**config.mk**
```make
export PLATFORM = sky130hd
export DESIGN_NAME = jogador_automatico
export DESIGN_NICKNAME = d
export VERILOG_FILES = /design/src/rtl/jogador_automatico.sv
export SDC_FILE = /design/constraint.sdc
export NUM_CORES = 1
export LEC_CHECK = 0
export ABC_CLOCK_PERIOD_IN_PS = 3400
export CAP_MARGIN = 20
export CELL_PAD_IN_SITES_DETAIL_PLACEMENT = 1
export CELL_PAD_IN_SITES_GLOBAL_PLACEMENT = 1
export CORE_ASPECT_RATIO = 1.1
export CORE_MARGIN = 2
export CORE_UTILIZATION = 43
export DETAILED_ROUTE_END_ITERATION = 8
export GPL_TIMING_DRIVEN = 0
export PLACE_DENSITY = 0.77
export SETUP_SLACK_MARGIN = 0.15
export SYNTH_ARGS = -nofsm -noshare
export SYNTH_HDL_FRONTEND = slang
export SYNTH_SLANG_ARGS = --single-unit
export TNS_END_PERCENT = 100
```
**constraint.sdc**
```tcl
create_clock -name clock -period 3.4 [get_ports clock]
set_input_delay 0.34 -clock clock [delete_from_list [all_inputs] [get_ports clock]]
set_output_delay 0.34 -clock clock [all_outputs]
set_load 0.02 [all_outputs]
```
**src/rtl/jogador_automatico.sv**
```systemverilog
// jogador_automatico: captures the game's LED show and replays it on botoes.
// Optional JOGADOR_ERRO_EN adds injetar_erro (rotates the last replayed play).
module jogador_automatico #(
    parameter int MAX_JOGADAS  = 16,
    parameter int PRESS_CYCLES = 10,
    parameter int GAP_CYCLES   = 10,
    parameter int SHOW_TIMEOUT = 1200
) (
    input  logic       clock,
    input  logic       reset,
    input  logic       habilitar,
    input  logic [3:0] leds,
    input  logic       pronto,
`ifdef JOGADOR_ERRO_EN
    input  logic       injetar_erro,
`endif
    output logic [3:0] botoes,
    output logic       jogando,
    output logic [4:0] n_jogadas,
    output logic       erro_captura,
    output logic [3:0] db_estado
);

    localparam int          AW      = (MAX_JOGADAS > 1) ? $clog2(MAX_JOGADAS) : 1;
    localparam logic [4:0]  MAX_N   = 5'(MAX_JOGADAS);
    localparam logic [15:0] PRESS_L = 16'(PRESS_CYCLES - 1);
    localparam logic [15:0] GAP_L   = 16'(GAP_CYCLES - 1);
    localparam logic [15:0] SHOW_L  = 16'(SHOW_TIMEOUT - 1);

    typedef enum logic [3:0] {
        IDLE       = 4'd0,
        ESPERA_LED = 4'd1,
        CAPTURA    = 4'd2,
        ESPERA_FIM = 4'd3,
        PRESSIONA  = 4'd4,
        SOLTA      = 4'd5,
        PROXIMA    = 4'd6,
        FIM        = 4'd7
    } estado_t;

    estado_t     state_q;
    logic [3:0]  mem_q [MAX_JOGADAS];
    logic [4:0]  n_q;
    logic [4:0]  rd_q;
    logic [4:0]  rd_d;
    logic [15:0] cnt_q;
    logic [3:0]  botoes_q;
    logic [3:0]  botoes_d;
    logic        erro_q;
    logic [3:0]  mem_rd;
    logic        leds_nz;
    logic        leds_oh;
    logic        cheio;

    assign leds_nz = (leds != 4'd0);
    assign leds_oh = leds_nz && ((leds & (leds - 4'd1)) == 4'd0);
    assign cheio   = (n_q == MAX_N);

    // Read index of the play about to be (or being) pressed.
    always_comb begin
        rd_d = rd_q;
        if (state_q == ESPERA_FIM) begin
            rd_d = '0;
        end else if (state_q == PROXIMA) begin
            rd_d = rd_q + 5'd1;
        end
    end

    assign mem_rd = mem_q[rd_d[AW-1:0]];

`ifdef JOGADOR_ERRO_EN
    always_comb begin
        botoes_d = mem_rd;
        if (injetar_erro && (rd_d + 5'd1 == n_q)) begin
            botoes_d = {mem_rd[2:0], mem_rd[3]};
        end
    end
`else
    assign botoes_d = mem_rd;
`endif

    always_ff @(posedge clock) begin
        if (!reset || !habilitar) begin
            state_q  <= IDLE;
            n_q      <= '0;
            rd_q     <= '0;
            cnt_q    <= '0;
            botoes_q <= '0;
            erro_q   <= 1'b0;
        end else begin
            unique case (state_q)
                IDLE: begin
                    state_q <= ESPERA_LED;
                end
                ESPERA_LED, ESPERA_FIM: begin
                    if (leds_nz) begin
                        if (cheio) begin
                            erro_q  <= 1'b1;
                            state_q <= FIM;
                        end else begin
                            mem_q[n_q[AW-1:0]] <= leds;
                            n_q <= n_q + 5'd1;
                            if (leds_oh) begin
                                state_q <= CAPTURA;
                            end else begin
                                erro_q  <= 1'b1;
                                state_q <= FIM;
                            end
                        end
                    end else if (state_q == ESPERA_FIM) begin
                        if (cnt_q >= SHOW_L) begin
                            state_q  <= PRESSIONA;
                            rd_q     <= rd_d;
                            cnt_q    <= '0;
                            botoes_q <= botoes_d;
                        end else begin
                            cnt_q <= cnt_q + 16'd1;
                        end
                    end
                end
                CAPTURA: begin
                    // The first zero of the gap already counts toward the timeout.
                    if (!leds_nz) begin
                        state_q <= ESPERA_FIM;
                        cnt_q   <= 16'd1;
                    end
                end
                PRESSIONA: begin
                    if (cnt_q == PRESS_L) begin
                        state_q  <= SOLTA;
                        cnt_q    <= '0;
                        botoes_q <= '0;
                    end else begin
                        cnt_q    <= cnt_q + 16'd1;
                        botoes_q <= botoes_d;
                    end
                end
                SOLTA: begin
                    if (cnt_q == GAP_L) begin
                        state_q <= PROXIMA;
                        cnt_q   <= '0;
                    end else begin
                        cnt_q <= cnt_q + 16'd1;
                    end
                end
                PROXIMA: begin
                    if (rd_d < n_q) begin
                        state_q  <= PRESSIONA;
                        rd_q     <= rd_d;
                        cnt_q    <= '0;
                        botoes_q <= botoes_d;
                    end else begin
                        state_q <= ESPERA_LED;
                        n_q     <= '0;
                        rd_q    <= '0;
                    end
                end
                FIM: begin
                    botoes_q <= '0;
                end
                default: begin
                    state_q  <= IDLE;
                    botoes_q <= '0;
                end
            endcase
            if (pronto && state_q != IDLE) begin
                state_q  <= FIM;
                botoes_q <= '0;
            end
        end
    end

    assign botoes       = botoes_q;
    assign jogando      = (state_q != IDLE) && (state_q != FIM);
    assign n_jogadas    = n_q;
    assign erro_captura = erro_q;
    assign db_estado    = state_q;

endmodule

```
Word-level counts from Yosys, hierarchy flattened
Memories as Yosys holds them, arrays and structs flattened.
Cells that the tools add are included.
{"block": "word_totals", "regBits": 35, "ramBits": 64, "wordCells": 111, "mem_count": 1}
{"name": "mem_q", "depth": 16, "width": 4, "rd": 1, "rd_clocked_by_memory_dff": 0, "wr": 1, "line_no": "42", "source": "logic [3:0] mem_q [MAX_JOGADAS];"}
{"block": "op_classes", "add_sub_neg": 4, "n_lt_le_gt_ge": 2, "n_eq_ne": 29, "muxes": 42, "bitwise_logic": 3, "n_reduce_logical": 23}
{"cell": "two-way mux 16 bit", "n": 6}
{"cell": "case mux 16 bit (4 select lines)", "n": 1}
{"cell": "two-way mux 5 bit", "n": 9}
{"cell": "two-way mux 4 bit", "n": 11}
{"cell": "case mux 4 bit (7 select lines)", "n": 1}
{"cell": "inequality test 2 bit, second input constant", "n": 10}
{"cell": "case mux 5 bit (2 select lines)", "n": 2}
{"cell": "adder 16 x 1 -> 16 bit, second input constant", "n": 1}
{"cell": "equality test 16 x 4 -> 1 bit, second input constant", "n": 1}
{"cell": "equality test 4 x 3 -> 1 bit, second input constant", "n": 4}
{"cell": ">= comparator 16 x 11 -> 1 bit, second input constant", "n": 1}
{"cell": "case mux 4 bit (4 select lines)", "n": 1}
{"cell": "inequality test 3 bit, second input constant", "n": 5}
{"cell": "two-way mux 3 bit", "n": 4}
{"cell": "AND reduction 6 bit", "n": 2}
{"cell": "nonzero test 4 bit", "n": 3}
{"cell": "adder 5 x 1 -> 5 bit, second input constant", "n": 2}
{"cell": "AND reduction 5 bit", "n": 2}
{"cell": "equality test 4 x 2 -> 1 bit, second input constant", "n": 2}
{"cell": "logical NOT 4 bit", "n": 2}
{"cell": "inequality test 4 bit, second input constant", "n": 2}
{"cell": "AND reduction 4 bit", "n": 2}
{"cell": "two-way mux 1 bit", "n": 7}
{"cell": "OR reduction 2 bit", "n": 3}
{"cell": "other kinds (14)", "n": 19}

Logic depth before layout (Yosys ltp)
{"block": "depth", "depth_word": 9, "mapped_depth": 16}

Worst setup path after synthesis
OpenSTA, ideal clock, no wires.
{"block": "synth_timing", "kind": "flip-flop to flip-flop", "start": "register state_q[2] (netlist: db_estado[2])", "end": "register cnt_q[6]", "setup_time_ns": 0.129, "arrival_ns": 3.239, "required_time_ns": 3.271, "slack_ns": 0.032, "stages_incl_launch_ff": 16, "path_buffers": 3, "cell_sequence": "dfxtp_1 > buf_4 > clkinv_1 > a22o_1 > a22oi_1 > clkbuf_1 > inv_1 > ha_1 > inv_1 > o21bai_1 > maj3_2 > maj3_2 > a21oi_4 > a211o_2 > buf_4 > a31oi_1"}
{"block": "synth_via", "elab_chain_cells": 6}
{"element": "from (decl)", "line_no": "41", "source": "estado_t state_q;"}
{"element": "from (signal assigned)", "line_no": "84", "source": "state_q <= IDLE;"}
{"element": "from (signal assigned)", "line_no": "93", "source": "state_q <= ESPERA_LED;"}
{"element": "from (signal assigned)", "line_no": "99", "source": "state_q <= FIM;"}
{"element": "equality test 4 x 3 -> 1 bit", "line_no": "64, 91"}
{"element": "two-way mux 5 bit", "line_no": "64", "source": "end else if (state_q == PROXIMA) begin"}
{"element": "two-way mux 5 bit", "line_no": "62", "source": "if (state_q == ESPERA_FIM) begin"}
{"element": "less-than comparator 5 bit", "line_no": "147", "source": "if (rd_d < n_q) begin"}
{"element": "inequality test 2 x 1 -> 1 bit (no line)"}
{"element": "AND reduction 5 bit (no line)"}
{"element": "to (signal assigned)", "line_no": "117", "source": "cnt_q <= cnt_q + 16'd1;"}
{"element": "to (signal assigned)", "line_no": "134", "source": "cnt_q <= cnt_q + 16'd1;"}
{"element": "to (signal assigned)", "line_no": "143", "source": "cnt_q <= cnt_q + 16'd1;"}
{"element": "to (decl)", "line_no": "46", "source": "logic [15:0] cnt_q;"}
Several ways; a longest one is shown, not always the timed one.
A chain may end at the register's enable or synchronous reset.

Worst setup path in the final report
{"block": "layout_timing", "start": "register state_q[2] (netlist: db_estado[2])", "end": "register cnt_q[14]"}
The elaborated chain is that of the path after synthesis.

==> run metrics <==
CTS sink count=98; CTS clock-pin slew for the worst setup and hold paths=about 0.070 ns; Global Route Usage Sum=~26%; top_reg_cell synth=edfxtp_1; antenna violations before repair=0; antenna fix cells=0; max incr delay on CP=0.33 ns; met2 GRT Util=between 40% and 50%; Synth area leaders=edfxtp_1 36%, dfxtp_1 13%, mux2i_1 3.9%, nand2_1 3.6%, nor2_1 3.2%; CTS tree=done; Max Fclk=between 300 and 400 MHz; Cell Rows=42; worst slew pin tran=~1 ns; met3 GRT Util=3.40%; Die X=roughly 110 um; Initial Util=44.1%; cells on worst reg2reg path=17; post-synth top area cell=edfxtp_1; Detail Placement HPWL=approximately 12000 um; Register-to-Register Setup Slack=around 0.24 ns; most used routing layer=met2; Yosys Warn Count=0; post-route ant nets=0; Leak=roughly 2.2 nW; max-slew violations=0; Multi-input gate area=between 0.002 and 0.003 mm^2; Layout area overhead=18.2%; worst hold stages=3; Max-Cap Viols=0; Yosys top cell area share=a little over a third; WS Path Type=flip-flop to flip-flop; layout cell share with drive strength beyond 1=around 15%; Pwr Density=about 400 mW/mm^2; Post-route DRC=0; nets@finish=roughly 600; Worst EP required=3.63 ns; drt first pass iters=5; HP Class=input port to flip-flop; critical-path cell list=buf_6, and2_1, buf_6, a22o_1, a22oi_2, clkbuf_8, inv_4, ha_4, inv_1, o21bai_1, maj3_2, maj3_2, a21oi_4, buf_12, a211o_4, clkbuf_16, a31oi_1; total CTS buffers=9; Final WS setup=about 0.24 ns; Final Skew=between 0.006 and 0.007 ns; die area=approximately 0.013 mm^2; Final min period=3.16 ns; Worst Hold Path EP=db_estado[1]$_SDFFE_PP0P_; die height=between 100 and 150 um; worst setup slack after placement=-0.437 ns; Clk Latency, worst-skew pair=approximately 0.35 ns; Slew Limit Headroom=between 30% and 40%; PortBufs=20; Max Root-Sink Buffers=2; remaining global-route overflow=0; Yosys cell types=between 70 and 80; register area share after synthesis=around half; setup TNS=0 ns; register bit count reported by yosys=between 90 and 100; Cells after Synth=around 540; Synth async-reset ratio=0%; # setup viols final=0; core area=about 0.012 mm^2; syn nets=about 550; Hold Vio Cnt, Final=0; CP Data Arrival Time=between 3 and 4 ns; critical path launch point type=flip-flop; routing usage on met1=between 30% and 40%; routed len/inst=approximately 22 um; Hold Buf Count CTS=0; fin crit share=between 90 and 100%; Worst Setup End Kind=flip-flop; worst flop-to-flop path startpoint=db_estado[2]$_SDFFE_PP0P_; pin count of the biggest net entering global routing=23; Mapped Area=0.00533 mm^2; Root Buffer=clkbuf_16; first-pass GRT wire length=roughly 26000 um; Crit Path Max Fanout=6; Register Area=between 0.002 and 0.003 mm^2; Top Ports=23; reg2reg end=cnt_q[14]$_SDFFE_PP0P_; RSZ-0062 raised after global routing=true; vias in the first global route=between 4000 and 5000; Post-synth EDFFs=64; Filler Cells Inserted=about 1400; Vias=4687; worst-path cell with the longest stage delay=dfxtp_2; placer congestion estimate=around 0.87; outcome=completed; peak ir drop on the vdd network=368 uV; worst hold start=pronto; CTS H-tree depth=3; WL final=between 15000 and 20000 um; vias per cell=6.31; DRT iter0 DRCs=around 340; Syn Area/Cell=roughly 10 um^2
==> cell usage after synthesis, drive strengths merged, types with 5 or more instances <==
cell type and count:
a2111oi 5, a211oi 12, a21o 6, a21oi 27, a22oi 6, a31oi 20, a32oi 5, and3 10
buf 16, clkbuf 16, dfxtp 34, edfxtp 64, ha 9, inv 17, mux2i 21, nand2 51
nand2b 12, nand3 17, nor2 46, nor2b 7, nor3 14, o211ai 9, o21ai 28, o221ai 7
o22ai 12
==> worst max-delay path by stage <==
stage | start | endpoint | slack, ns | cells past startpoint
floorplan | db_estado[2]$_SDFFE_PP0P_ | cnt_q[6]$_SDFFE_PP0P_ | 0.20 | 16
detailed placement | db_estado[2]$_SDFFE_PP0P_ | botoes[2]$_SDFFE_PP0P_ | -0.44 | 14
finish | db_estado[2]$_SDFFE_PP0P_ | cnt_q[14]$_SDFFE_PP0P_ | 0.24 | 17
global placement | db_estado[2]$_SDFFE_PP0P_ | cnt_q[2]$_SDFFE_PP0P_ | -0.39 | 15
global route | db_estado[2]$_SDFFE_PP0P_ | cnt_q[14]$_SDFFE_PP0P_ | 0.12 | 17
CTS | db_estado[2]$_SDFFE_PP0P_ | cnt_q[1]$_SDFFE_PP0P_ | 0.17 | 16
==> cell usage in the layout (no fill, tap or decap), types with 8 or more instances in the layout <==
master | synthesis | layout
a211oi_1 | 8 | 8
a21oi_1 | 26 | 25
a31oi_1 | 20 | 19
and3_1 | 10 | 10
buf_4 | 7 | 18
clkbuf_1 | 16 | 11
clkbuf_16 | 0 | 10
clkdlybuf4s50_1 | 0 | 20
dfxtp_1 | 34 | 32
edfxtp_1 | 64 | 64
inv_1 | 17 | 16
mux2i_1 | 21 | 21
nand2_1 | 51 | 51
nand2b_1 | 12 | 12
nand3_1 | 17 | 17
nor2_1 | 46 | 46
nor3_1 | 14 | 10
o211ai_1 | 9 | 9
o21ai_0 | 24 | 24
o22ai_1 | 12 | 12
==> kinds of logic after synthesis <==
kind of cell,after synthesis,share of synthesized area [%]
buffers and inverters,51,4.37
muxes,25,5.00
DFF,98,48.9
other,1,0.0704
adders and majority gates,12,2.73
AOI/OAI and AO/OA,168,22.4
xor gates and xnor gates,4,0.658
and+or+nand+nor,177,15.9
==> area by class of cell <==
cell class	instances	share of cell area (%)
buffer	32	3.04
clock buffer	9	3.58
clock inverter	6	0.795
inverter	19	1.23
multi-input combinational	387	41.0
sequential	98	41.4
tap	154	3.06
timing repair buffer	38	5.92
==> state kept, by name, indices dropped and copies added (netlist names) <==
register	cells
botoes	4
cnt_q	16
db_estado	3
erro_captura	1
mem_q	64
n_jogadas	5
rd_q	5
==> routing by layer <==
| metal | part of all wire [%] | up-vias |
|---|---|---|
| met5 | 0 | - |
| met4 | 2.5 | 0 |
| met3 | 3.7 | 37 |
| met2 | 52 | 141 |
| met1 | 41 | 2370 |
| li1 | - | 2139 |
==> worst max-delay path, delay by kind of cell, from the launching register on <==
family	cells	cell delay, ns
AOI/OAI and AO/OA	6	0.90
adders and majority gates	3	0.84
buffers and inverters	7	0.79
DFF	1	0.33
and+or+nand+nor	1	0.16
==> what timing repair did <==
item	CTS	global route
pin swaps	5	13
cloned	1	1
buffers inserted	9	7
setup endpoints to repair	33	49
resized for setup	15	23
==> per-stage QoR <==
step | hold slack [ns] | instances | util, % | total power, mW | area, um^2
CTS | 0.438 | 735 | 50.6 | 2.48 | 6110
global placement | 0.449 | 710 | 47.3 | 1.49 | 5720
floorplan | 0.439 | 536 | - | 1.42 | 5330
finish | 0.455 | 743 | 52.1 | 2.49 | 6290
detailed placement | 0.459 | 710 | 47.3 | 1.50 | 5720
global route | 0.475 | 743 | 52.1 | 2.55 | 6290
==> where the power goes <==
group	switching, mW	internal (mW)
logic	0.145	0.0848
clock network	0.477	0.504
registers	0.00601	1.27
total	0.628	1.86
No activity file was read; power rests on OpenSTA's default activity.
